`config.mk`:
```
export PLATFORM = sky130hd
export DESIGN_NAME = uart_tx_ctrl
export DESIGN_NICKNAME = d
export VERILOG_FILES = /design/src/rtl/uart_tx_ctrl.sv
export SDC_FILE = /design/constraint.sdc
export NUM_CORES = 1
export LEC_CHECK = 0
export CORE_ASPECT_RATIO = 0.8
export CORE_MARGIN = 5
export CORE_UTILIZATION = 56
export CTS_CLUSTER_DIAMETER = 120
export DETAILED_ROUTE_END_ITERATION = 8
export GPL_ROUTABILITY_DRIVEN = 1
export PLACE_DENSITY = 0.82
export RECOVER_POWER = 50
export REMOVE_ABC_BUFFERS = 1
export SYNTH_ARGS = -nofsm -noshare
export SYNTH_HDL_FRONTEND = slang
export SYNTH_SLANG_ARGS = --single-unit
```
`constraint.sdc`:
```
create_clock -name clk -period 4.05 [get_ports clk]
set_input_delay 0.81 -clock clk [delete_from_list [all_inputs] [get_ports clk]]
set_output_delay 0.81 -clock clk [all_outputs]
set_load 0.05 [all_outputs]
```
`src/rtl/uart_tx_ctrl.sv`:
```
// UART transmit sequencer: frames latched bytes as start, LSB-first data,
// optional parity and stop bits, advancing one bit per tick_baud strobe.
module uart_tx_ctrl #(
    parameter int DATA_BITS  = 8,
    parameter int PARITY_EN  = 0,
    parameter int PARITY_ODD = 0,
    parameter int STOP_BITS  = 1
) (
    input  logic                 clk,
    input  logic                 rst,
    input  logic                 tick_baud,
    input  logic [DATA_BITS-1:0] tx_data,
    input  logic                 tx_valid,
    output logic                 tx_ready,
    output logic                 tx,
    output logic                 busy
);

    // state  | meaning
    // IDLE   | line high, waiting for a pending byte and a tick
    // START  | start bit (low) on the line
    // DATA   | data bits, LSB first, bit_cnt = index of bit on the line
    // PARITY | parity bit on the line
    // STOP   | stop bit(s) high, stop_cnt = index of stop bit on the line
    typedef enum logic [2:0] {
        ST_IDLE,
        ST_START,
        ST_DATA,
        ST_PARITY,
        ST_STOP
    } state_t;

    state_t               r_state, w_state_nxt;
    logic [DATA_BITS-1:0] r_shift, w_shift_nxt;
    logic [3:0]           r_bit_cnt, w_bit_cnt_nxt;
    logic                 r_stop_cnt, w_stop_cnt_nxt;
    logic                 r_pending, w_pending_nxt;
    logic                 r_parity, w_parity_nxt;
    logic                 r_tx, w_tx_nxt;
    logic                 w_last_stop;
    logic                 w_accept;

    assign w_last_stop = (r_state == ST_STOP) && (r_stop_cnt == 1'(STOP_BITS - 1));
    assign tx_ready    = !r_pending && ((r_state == ST_IDLE) || w_last_stop);
    assign w_accept    = tx_valid && tx_ready;
    assign tx          = r_tx;
    assign busy        = (r_state != ST_IDLE) || r_pending;

    always_ff @(posedge clk) begin
        if (rst) begin
            r_state    <= ST_IDLE;
            r_shift    <= '0;
            r_bit_cnt  <= '0;
            r_stop_cnt <= 1'b0;
            r_pending  <= 1'b0;
            r_parity   <= 1'b0;
            r_tx       <= 1'b1;
        end else begin
            r_state    <= w_state_nxt;
            r_shift    <= w_shift_nxt;
            r_bit_cnt  <= w_bit_cnt_nxt;
            r_stop_cnt <= w_stop_cnt_nxt;
            r_pending  <= w_pending_nxt;
            r_parity   <= w_parity_nxt;
            r_tx       <= w_tx_nxt;
        end
    end

    always_comb begin
        w_state_nxt    = r_state;
        w_shift_nxt    = r_shift;
        w_bit_cnt_nxt  = r_bit_cnt;
        w_stop_cnt_nxt = r_stop_cnt;
        w_pending_nxt  = r_pending;
        w_parity_nxt   = r_parity;
        w_tx_nxt       = r_tx;

        // Acceptance is only possible in IDLE or the last stop bit, so the
        // shift register is never in use when it is reloaded here.
        if (w_accept) begin
            w_shift_nxt   = tx_data;
            w_parity_nxt  = (^tx_data) ^ 1'(PARITY_ODD);
            w_pending_nxt = 1'b1;
        end

        if (tick_baud) begin
            case (r_state)
                ST_IDLE: begin
                    if (r_pending) begin
                        w_tx_nxt      = 1'b0;
                        w_pending_nxt = 1'b0;
                        w_state_nxt   = ST_START;
                    end
                end
                ST_START: begin
                    w_tx_nxt      = r_shift[0];
                    w_shift_nxt   = r_shift >> 1;
                    w_bit_cnt_nxt = '0;
                    w_state_nxt   = ST_DATA;
                end
                ST_DATA: begin
                    if (r_bit_cnt == 4'(DATA_BITS - 1)) begin
                        if (PARITY_EN != 0) begin
                            w_tx_nxt    = r_parity;
                            w_state_nxt = ST_PARITY;
                        end else begin
                            w_tx_nxt       = 1'b1;
                            w_stop_cnt_nxt = 1'b0;
                            w_state_nxt    = ST_STOP;
                        end
                    end else begin
                        w_tx_nxt      = r_shift[0];
                        w_shift_nxt   = r_shift >> 1;
                        w_bit_cnt_nxt = r_bit_cnt + 4'd1;
                    end
                end
                ST_PARITY: begin
                    w_tx_nxt       = 1'b1;
                    w_stop_cnt_nxt = 1'b0;
                    w_state_nxt    = ST_STOP;
                end
                ST_STOP: begin
                    if (!w_last_stop) begin
                        w_stop_cnt_nxt = r_stop_cnt + 1'b1;
                    end else if (r_pending || w_accept) begin
                        // Byte taken on this edge or earlier: start bit follows with no gap.
                        w_tx_nxt      = 1'b0;
                        w_pending_nxt = 1'b0;
                        w_state_nxt   = ST_START;
                    end else begin
                        w_state_nxt = ST_IDLE;
                    end
                end
                default: begin
                    w_tx_nxt    = 1'b1;
                    w_state_nxt = ST_IDLE;
                end
            endcase
        end
    end

endmodule

```
# Word level (Yosys, flattened, before mapping)
# Index checks and enable logic that the tools add are counted.
dict set report totals {
  elab_cells 60
  register_bits 18
}
dict set report classes {
  eq_ne 11
  muxes 25
  bitwise 1
  add_sub_neg 2
  reduce_logical 15
}
# operator n
set ops {}
lappend ops {{8-bit two-way mux} 3}
lappend ops {{8-bit case mux with 2 select lines} 1}
lappend ops {{3-bit case mux with 5 select lines} 1}
lappend ops {{1-bit two-way mux} 12}
lappend ops {{4-bit AND reduction} 3}
lappend ops {{2-bit inequality test (second input constant)} 5}
lappend ops {{3-bit two-way mux} 3}
lappend ops {{4-bit case mux with 2 select lines} 1}
lappend ops {{3-bit by 2-bit == test with 1-bit output (second input constant)} 2}
lappend ops {{3-bit nonzero test} 2}
lappend ops {{4-bit by 1-bit adder with 4-bit output (second input constant)} 1}
lappend ops {{4-bit by 3-bit == test with 1-bit output (second input constant)} 1}
lappend ops {{4-bit two-way mux} 1}
lappend ops {{1-bit case mux with 4 select lines} 1}
lappend ops {{3-bit by 1-bit == test with 1-bit output (second input constant)} 1}
lappend ops {{3-bit == test (second input constant)} 1}
lappend ops {{1-bit logical AND} 3}
lappend ops {{3-bit zero test} 1}
lappend ops {{1-bit logical OR} 3}
lappend ops {{1-bit case mux with 3 select lines} 1}
lappend ops {{3-bit AND reduction} 1}
lappend ops {{2-bit by 1-bit inequality test with 1-bit output (second input constant)} 1}
lappend ops {{1-bit case mux with 2 select lines} 1}
lappend ops {{2-bit nonzero test} 1}
lappend ops {{3 further kinds} 3}

# Depth between registers and ports, before layout
# Gate-level depths: netlist of the first run.
dict set report logic_depth {
  ltp_word 10
  ltp_mapped 6
}

# Worst setup path before layout of the first run
# Ideal clock, no wire load.
dict set report synth_timing {
  path_kind {register to output}
  start {register r_state[0]}
  end {output busy}
  required_ns 3.240
  arrival_time_ns 1.224
  path_stages_with_launch 4
  path_slack_ns 2.016
  cell_sequence {dfxtp_1 -> buf_6 -> or2_1 -> or3_1}
}
dict set report synth_via {
  elab_chain_cells 2
}
# item line_no
set synth_rtl {}
lappend synth_rtl {{from (decl)} 33} ;# state_t r_state, w_state_nxt;
lappend synth_rtl {{from (signal assigned)} 59} ;# r_state <= w_state_nxt;
lappend synth_rtl {{3-bit nonzero test} 47} ;# assign busy = (r_state != ST_IDLE) || r_pending;
lappend synth_rtl {{1-bit logical OR} 47}
lappend synth_rtl {{to (decl)} 16} ;# output logic busy
# No other way between the ends.

# Worst setup path after layout of the first run
# Ends and elaborated chain as after synthesis.

==> impl_results.md, run 1 <==
* Maximum vdd drop at 329.1 µV
* Minimum clock period at 2.934 ns
* Cells after DPL at 143
* Critical-path cell list: or2_1 > or3_1 > clkdlybuf4s50_1
* Delay-heaviest family, CP: buffers and inverters
* Max-Cap Viols at 0
* Critical path class: reg2out
* F_max at 340.8 MHz
* Clock-pin slew on the worst setup and hold paths at 0.10 ns
* First-pass GRT wire length at 3.450 mm
* Lkg Pwr at 0.4095 nW
* Clk buf depth at 2
* WL final at 2.059 mm
* CP Launch Type: register
* Worst-case clock skew at 0.003100 ns
* CTS Buf Count at 3
* Nets at 139
* Reg2reg setup slack at 2.09 ns
* Initial antenna violation count at 0
* Design Area, Final at 1127 µm²
* Ys Warns at 0
* Buf/Inv on CP at 1
* DIE WIDTH at 56.80 µm
* Req. time, crit path at 3.24 ns
* Initial Util at 59.71%
* Clk Latency, worst-skew pair at 0.30 ns
* Setup repair bufs after CTS at 0
* Top_reg_cell synth: dfxtp_1
* Setup_tns at 0 ns
* Start of the worst register-to-register path: r_state[2]
* # diodes at 0
* Post-synth ARST share at 0%
* Fin crit share at 72.44%
* Synthesized instance count at 116
* Post-synth EDFFs at 0
* Slew Limit Headroom at 54.41%
* Crit. End Element: output pin
* Cell Rows at 13
* Status: completed
* # clock sinks at 18
* Vias in the first global route at 814
* Final Max Slew Viols at 0
* DIE AREA at 2694 µm²
* Layout fillers at 142
* CTS root buf: clkbuf_4
* Routed via count at 868
* WP data arrival at 2.12 ns
* DRT iter0 DRCs at 31
* # setup viols final at 0
* Seq/Total Area, Yosys at 36.73%
* Hold WC Path Type: reg2reg
* # IOs at 15
* H-tree levels at 1
* CTS tree: yes
* Register area at 360.3 µm²
* Hold Crit Start: r_shift[5]
* Mapped Area at 980.9 µm²
* Syn avg cell area at 8.456 µm²
* Fin. Hold Viols at 0
* Post-route ant nets at 0
* Drt via density at 5.905
* Placement Cell Area at 1099 µm²
* Wire per inst at 14.01 µm
* Die height at 47.44 µm
* Gr ovfl total at 0
* I/O Buffers at 14
* CP max FO at 11
* Combined area of the multi-input logic cells at 551.8 µm²
* RSZ-0062 raised after global routing: false
* GPL Wtd Cong at 0.8383
* HPWL after detailed placement at 1.422 mm
* Non-filler instance count after layout at 147
* Largest net degree at the start of global routing at 19
* Slowest cell delay on critical path at 0.71 ns
* Layout cells sized above 1 at 8.000%
* Critical-path top delay cell: clkdlybuf4s50_1
* Setup ws final at 1.116 ns
* Pwr dens at 365.1 nW/µm²
* Post-CTS Hold Buffers at 0
* Post-cts sizing count at 0
* First-pass DRT Iterations at 5
* Netlist cell types at 41
* Area grow syn2layout at 14.92%
* Core ar. at 1643 µm²
* Setup Slack @ Placement at 1.251 ns
* GRT Util Overall at 16.47%
* Residual DRC at 0
* Yosys reg bits at 18
* CP Launch Point: r_state[0]
* Hold slack at 0.4877 ns
* Worst-Margin Slew at 0.6817 ns
[worst reg2reg max path, delay by kind of cell, from the launching register on]
kind | cells | cell delay (ns)
AOI/OAI and AO/OA | 1 | 0.14
DFF | 1 | 0.44
and+or+nand+nor | 3 | 1.33
[path summary, 6_finish.rpt]
| check | end | cells past startpoint |
|---|---|---|
| setup / recovery | busy | 3 |
| hold / removal | r_shift[5] | 2 |
| setup reg to reg | r_bit_cnt[3] | 4 |
| hold reg to reg | r_shift[5] | 2 |
[synth_stat cells, types with 2 or more instances]
library cell,count,area [µm²]
buf_2,4,20.02
mux2i_1,2,20.02
a311oi_2,2,30.03
nor2_1,10,37.54
a311oi_1,5,43.79
a31oi_1,4,25.02
nand2b_1,2,12.51
inv_1,3,11.26
dfxtp_1,18,360.4
a311o_1,2,20.02
or3_1,2,12.51
nand3_1,3,15.01
o21ai_0,5,25.02
a21oi_1,7,35.03
nand2_1,19,71.32
clkbuf_1,2,7.510
or2_1,2,12.51
[per-stage QoR]
stage / power, mW / util [%]
2_1_floorplan: 0.2691 / -
3_3_place_gp: 0.3031 / 66.87
3_5_place_dp: 0.3046 / 66.87
4_1_cts: 0.4158 / 69.08
5_1_grt: 0.4334 / 68.62
6_report: 0.4116 / 68.62
[sequential cells by signal, summed over array words and instances (netlist names)]
| register | count |
|---|---|
| r_shift | 8 |
| r_bit_cnt | 4 |
| r_state | 3 |
| r_pending | 1 |
| r_stop_cnt | 1 |
| tx | 1 |
[where the power goes]
| part | switching (mW) | leakage, nW | internal (mW) |
|---|---|---|---|
| combinational | 0.0571 | 0.241 | 0.0401 |
| sequential | 0.0130 | 0.147 | 0.190 |
| clock | 0.0562 | 0.0210 | 0.0548 |
| total | 0.126 | 0.409 | 0.285 |
[metal layers]
metal / track usage, % / wire length, µm / vias to the layer above
met5: 0 / 0 / -
met4: 5.556 / 40 / 0
met3: 5.660 / 126 / 8
met2: 26.96 / 923 / 28
met1: 20.91 / 969 / 390
li1: - / - / 442
[placed cells by master (no fill, tap or decap), types with 2 or more instances in the layout]
cell type	instances
clkdlybuf4s50_1	10
a311o_1	2
nand2b_1	2
nor2_1	10
o21ai_0	5
or3_1	2
clkbuf_4	3
dlygate4sd3_1	4
a31oi_1	4
a21oi_1	7
a311oi_2	2
a311oi_1	5
inv_1	3
nand2_1	19
mux2i_1	2
nand3_1	3
dfxtp_1	18
or2_1	2
[kinds of logic (layout without fill, tap and decap cells)]
group,count (synthesis),after routing,share of synthesized area (%)
flops,18,18,36.74
buf+inv,12,21,6.250
fa+ha+maj,1,1,1.275
mux,2,2,2.041
compound gates,32,32,26.28
simple gates,51,51,27.42
[cell type report]
type	count	area share [%]
Sequential cell	18	31.96
Clock buffer	4	3.219
Timing Repair Buffer	14	12.43
Tap cell	22	2.442
Multi-Input combinational cell	86	48.95
Inverter	3	0.9989
Note: power is estimated with default switching activity, not from simulation.
==> run 2, diff against run 1 <==
--- a/config.mk
+++ b/config.mk
@@ -7,11 +7,11 @@
 export LEC_CHECK = 0
 export CORE_ASPECT_RATIO = 0.8
 export CORE_MARGIN = 5
-export CORE_UTILIZATION = 56
+export CORE_UTILIZATION = 47
 export CTS_CLUSTER_DIAMETER = 120
 export DETAILED_ROUTE_END_ITERATION = 8
 export GPL_ROUTABILITY_DRIVEN = 1
-export PLACE_DENSITY = 0.82
+export PLACE_DENSITY = 0.74
 export RECOVER_POWER = 50
 export REMOVE_ABC_BUFFERS = 1
 export SYNTH_ARGS = -nofsm -noshare
==> constraint.sdc (replaced) <==
create_clock -name clk -period 2.5 [get_ports clk]
set_input_delay 0.5 -clock clk [delete_from_list [all_inputs] [get_ports clk]]
set_output_delay 0.5 -clock clk [all_outputs]
set_load 0.05 [all_outputs]
==> impl_results.md, run 2 (synthesized netlist as in run 1, its figures left out) <==
* CTS root buf: clkbuf_4
* WL met3 at 112 µm (-11%)
* # IOs at 15 (unchanged)
* DIE WIDTH at 61.08 µm (+7.5%)
* Layout cells sized above 1 at 11.45% (+3.5 points)
* First-pass GRT wire length at 3.456 mm (+0.17%)
* CP max FO at 5 (-6)
* Minimum clock period at 2.080 ns
* Delay-heaviest family, CP: simple AND/OR/NAND/NOR gates
* Buf/Inv on CP at 1 (unchanged)
* Vias in the first global route at 784 (-3.7%)
* Req. time, crit path at 2.00 ns (-1.24 ns)
* Clk Latency, worst-skew pair at 0.30 ns (about the same)
* Post-route ant nets at 0 (unchanged)
* Setup Slack @ Placement at 0.4134 ns (-0.8375 ns)
* Gr ovfl total at 0 (unchanged)
* Fin. Hold Viols at 0 (unchanged)
* Register area at 360.3 µm² (unchanged)
* Hold WC Path Type: reg2reg
* Clk buf depth at 2 (unchanged)
* H-tree levels at 1 (unchanged)
* Nets at 145 (+4.3%)
* GPL Wtd Cong at 0.8463 (+0.95%)
* # setup viols final at 0 (unchanged)
* Largest register FFs at 8 (unchanged)
* Die height at 50.86 µm (+7.2%)
* Critical-path cell list: or2_1 > or3_1 > dlymetal6s2s_1
* Residual DRC at 0 (unchanged)
* Non-filler instance count after layout at 155 (+5.4%)
* WP data arrival at 1.58 ns (-0.54 ns)
* CP Launch Type: register
* Combined area of the multi-input logic cells at 551.8 µm² (unchanged)
* Power Total at 0.6781 mW (+65%)
* Largest regs: r_shift (8), r_bit_cnt (4), r_state (3)
* Post-CTS Hold Buffers at 0 (unchanged)
* Top sig layer: met4
* Status: completed
* Worst-Margin Slew at 0.6356 ns (-0.04603 ns)
* WL final at 2.051 mm (-0.39%)
* Routed via count at 890 (+2.5%)
* Hold Crit Start: r_shift[2]
* First-pass DRT Iterations at 4 (-1)
* Largest net degree at the start of global routing at 16 (-3)
* Critical path class: reg2out
* GRT Util Overall at 14.33% (-2.1 points)
* Crit. End Element: output pin
* Most flops, register: r_shift
* Initial antenna violation count at 0 (unchanged)
* Cells after DPL at 151 (+5.6%)
* Final Util at 60.58% (-8.0 points)
* # diodes at 0 (unchanged)
* HPWL after detailed placement at 1.458 mm (+2.6%)
* Design Area, Final at 1167 µm² (+3.6%)
* Lkg Pwr at 0.4442 nW (+8.5%)
* Maximum vdd drop at 447.4 µV (+36%)
* Clock-pin slew on the worst setup and hold paths at 0.11 ns (about the same)
* Final Max Slew Viols at 0 (unchanged)
* F_max at 480.9 MHz
* Metal2 WL at 882 µm (-4.4%)
* Setup ws final at 0.4205 ns (-0.6955 ns)
* Wire per inst at 13.23 µm (-5.5%)
* Placement Cell Area at 1144 µm² (+4.1%)
* Setup repair bufs after CTS at 0 (unchanged)
* Max-Cap Viols at 0 (unchanged)
* Setup_tns at 0 ns (unchanged)
* RSZ-0062 raised after global routing: false
* # clock sinks at 18 (unchanged)
* Initial Util at 50.91% (-8.8 points)
* Core ar. at 1927 µm² (+17%)
* Hold slack at 0.4880 ns (+0.0002940 ns)
* CP Launch Point: r_state[0]
* CTS tree: yes
* Most frequent cells in the layout: nand2_1, dfxtp_1, nor2_1, clkdlybuf4s50_1, a21oi_1
* Metal-1 WL at 1.038 mm (+7.1%)
* I/O Buffers at 14 (unchanged)
* Area grow syn2layout at 19.01%
* Critical-path top delay cell: or3_1
* Cell Rows at 14 (+1)
* Most common cell after layout, fill and taps aside: nand2_1
* DRT iter0 DRCs at 23 (-26%)
* Slew Limit Headroom at 57.62% (+3.2 points)
* Drt via density at 5.742 (-2.8%)
* CTS Buf Count at 3 (unchanged)
* Fin crit share at 83.18%
* Layout fillers at 178 (+25%)
* Pwr dens at 580.9 nW/µm² (+59%)
* Start of the worst register-to-register path: r_bit_cnt[0]
* DIE AREA at 3106 µm² (+15%)
* Worst-case clock skew at 0.003012 ns (-0.00008860 ns)
* Slowest cell delay on critical path at 0.34 ns (-0.37 ns)
-- run 2: cell count changes in the layout (fill, tap and decap cells not counted) --
cell / before / now
dlygate4sd3_1: 4 / 2
dlymetal6s2s_1: 0 / 1
a21boi_1: 1 / 0
buf_4: 0 / 5
clkbuf_1: 0 / 2
or2_1: 2 / 1
or2_0: 0 / 1
a21boi_0: 0 / 1
-- run 2: worst paths after layout --
kind | to | slack, ns | cells past startpoint
worst max-delay path | busy | 0.42 | 3
worst min-delay path | r_shift[2] | 0.49 | 2
worst max register to register | r_shift[0] | 0.56 | 6
worst min register to register | r_shift[2] | 0.49 | 2
-- run 2: area by class of cell --
type | instances | area share [%]
clock buffers | 4 | 3.108
inverters | 3 | 0.9646
multi-input cells | 86 | 47.27
flip-flops and latches | 18 | 30.87
well taps | 24 | 2.572
repair buffers | 20 | 15.22
-- run 2: worst register-to-register path, cell delays in order, from the launching register on --
cell and delay (ns):
dfxtp_1 0.42, ha_1 0.23, nand4bb_1 0.15, nand4_2 0.15, clkbuf_1 0.50, nor2_1 0.12, a311oi_2 0.29
-- run 2: report_power, final --
group	switching [mW]	internal (mW)
logic	0.0997	0.0690
registers	0.0137	0.308
clock network	0.0984	0.0889
-- run 2: timing repair --
| item | CTS | global route |
|---|---|---|
| endpoints found under the setup margin | 0 | 1 |
| hold endpoints to repair | 0 | 0 |
| resized for setup | 0 | 1 |
-- run 2: metal layers --
layer,vias to the layer above,track usage [%]
met5,-,0
met2,28,19.72
met3,4,5.038
li1,460,-
met4,0,4.332
met1,398,20.73
==> run 3, diff against run 2 <==
--- a/config.mk
+++ b/config.mk
@@ -7,11 +7,11 @@
 export LEC_CHECK = 0
 export CORE_ASPECT_RATIO = 0.8
 export CORE_MARGIN = 5
-export CORE_UTILIZATION = 47
+export CORE_UTILIZATION = 52
 export CTS_CLUSTER_DIAMETER = 120
 export DETAILED_ROUTE_END_ITERATION = 8
 export GPL_ROUTABILITY_DRIVEN = 1
-export PLACE_DENSITY = 0.74
+export PLACE_DENSITY = 0.77
 export RECOVER_POWER = 50
 export REMOVE_ABC_BUFFERS = 1
 export SYNTH_ARGS = -nofsm -noshare
==> constraint.sdc (replaced) <==
create_clock -name clk -period 2 [get_ports clk]
set_input_delay 0.4 -clock clk [delete_from_list [all_inputs] [get_ports clk]]
set_output_delay 0.4 -clock clk [all_outputs]
set_load 0.05 [all_outputs]
==> impl_results.md, run 3 (synthesized netlist as in run 1, its figures left out) <==
* CTS tree: yes
* R2R depth at 4 (-2)
* Largest net degree at the start of global routing at 15 (-1)
* CTS root buf: clkbuf_4
* DRT iter0 DRCs at 28 (+22%)
* Power Total at 0.8632 mW (+27%)
* Clk Latency, worst-skew pair at 0.30 ns (about the same)
* H-tree levels at 1 (unchanged)
* Slowest cell delay on critical path at 0.40 ns (+0.06 ns)
* Layout cells sized above 1 at 14.50% (+3.1 points)
* Post-cts sizing count at 1 (+1)
* CP max FO at 11 (+6)
* I/O Buffers at 14 (unchanged)
* Post-route ant nets at 0 (unchanged)
* Fin. Hold Viols at 0 (unchanged)
* Top sig layer: met3
* Clock-pin slew on the worst setup and hold paths at 0.11 ns (about the same)
* Cells after DPL at 151 (unchanged)
* Crit. End Element: output pin
* Max-Cap Viols at 0 (unchanged)
* Initial Util at 53.33% (+2.4 points)
* WL final at 2.161 mm (+5.4%)
* First-pass DRT Iterations at 4 (unchanged)
* Largest register FFs at 8 (unchanged)
* Wire per inst at 13.94 µm (+5.4%)
* HPWL after detailed placement at 1.618 mm (+11%)
* Worst-case clock skew at 0.003895 ns (+0.0008831 ns)
* Slew Limit Headroom at 67.41% (+9.8 points)
* Metal-1 WL at 1.062 mm (+2.3%)
* Worst-Margin Slew at 0.4873 ns (-0.1483 ns)
* # clock sinks at 18 (unchanged)
* Lkg Pwr at 0.4437 nW (-0.11%)
* Hold WC Path Type: reg2reg
* # setup viols final at 0 (unchanged)
* Vias in the first global route at 773 (-1.4%)
* F_max at 525.4 MHz
* Drt via density at 5.735 (-0.11%)
* GPL Wtd Cong at 0.7789 (-8.0%)
* Gr ovfl total at 0 (unchanged)
* GRT Util Overall at 15.32% (+0.99 points)
* Area grow syn2layout at 20.28%
* Core ar. at 1839 µm² (-4.5%)
* Critical-path top delay cell: dfxtp_2
* Pwr dens at 731.6 nW/µm² (+26%)
* First-pass GRT wire length at 3.463 mm (+0.20%)
* Hold slack at 0.4908 ns (+0.002794 ns)
* Setup_tns at 0 ns (unchanged)
* Cell Rows at 14 (unchanged)
* RSZ-0062 raised after global routing: false
* Req. time, crit path at 1.60 ns (-0.40 ns)
* Final Max Slew Viols at 0 (unchanged)
* Non-filler instance count after layout at 155 (unchanged)
* Clk buf depth at 2 (unchanged)
* Minimum clock period at 1.903 ns
* Largest regs: r_shift (8), r_bit_cnt (4), r_state (3)
* Setup repair bufs after CTS at 0 (unchanged)
* Residual DRC at 0 (unchanged)
* Nets at 145 (unchanged)
* Critical-path cell list: or2_4 > or3_1 > buf_4
* DIE AREA at 2860 µm² (-7.9%)
* Status: completed
* CTS Buf Count at 3 (unchanged)
* Most flops, register: r_shift
* Worst Hold Path Cells at 2 (unchanged)
* WP data arrival at 1.50 ns (-0.08 ns)
* Most common cell after layout, fill and taps aside: nand2_1
* Die height at 48.85 µm (-4.0%)
* Post-CTS Hold Buffers at 0 (unchanged)
* Fin crit share at 95.16%
* Critical path class: reg2out
* # IOs at 15 (unchanged)
* CP Launch Type: register
* Routed via count at 889 (-0.11%)
* Initial antenna violation count at 0 (unchanged)
* Metal2 WL at 1.006 mm (+14%)
* DIE WIDTH at 58.56 µm (-4.1%)
* # diodes at 0 (unchanged)
* Final Util at 64.15% (+3.6 points)
* Most frequent cells in the layout: nand2_1, dfxtp_1, nor2_1, clkdlybuf4s50_1
* Maximum vdd drop at 561.4 µV (+25%)
* WL met3 at 93 µm (-17%)
==> run 3: cell count changes in the layout (fill, tap and decap cells not counted), sizes merged <==
cell / delta
buf: +3
clkbuf: -2
dlymetal6s2s: -1
==> run 3: layer usage <==
layer,global-route usage [%],up-vias
met5,0,-
met4,1.158,0
met3,5.820,0
met2,23.61,10
met1,21.03,420
li1,-,459
==> run 3: where the power goes <==
group | internal (mW) | total (mW) | switching (mW)
Combinational | 0.103 | 0.226 | 0.123
Sequential | 0.386 | 0.410 | 0.0245
Clock | 0.111 | 0.227 | 0.116
Total | 0.600 | 0.863 | 0.264
==> run 3: layout make-up <==
class / instances / area, µm²
repair buffers: 20 / 192.7
clock buffers: 4 / 36.28
inverters: 3 / 11.26
fillers: 161 / 659.4
multi-input cells: 86 / 548.0
flip-flops and latches: 18 / 361.6
well taps: 24 / 30.03
==> run 3: worst max-delay path: cells and delay by family (launching register included) <==
| kind | cells | cell delay (ns) |
|---|---|---|
| flops | 1 | 0.40 |
| simple gates | 2 | 0.60 |
| buf+inv | 1 | 0.20 |
==> run 3: stage by stage <==
step                area (µm²)  worst slack (ns)
floorplan                930.9           0.02317
global placement          1154            0.1932
detailed placement        1154           0.09332
CTS                       1191           0.05278
global route              1180           0.02250
finish                    1180           0.09686
==> run 3: path summary, 6_finish.rpt <==
check          endpoint  startpoint  slack, ns
max                busy  r_state[0]        0.1
min reg2reg  r_shift[2]  r_shift[2]       0.49
min          r_shift[2]  r_shift[2]       0.49
max reg2reg  r_shift[5]  r_state[2]       0.21
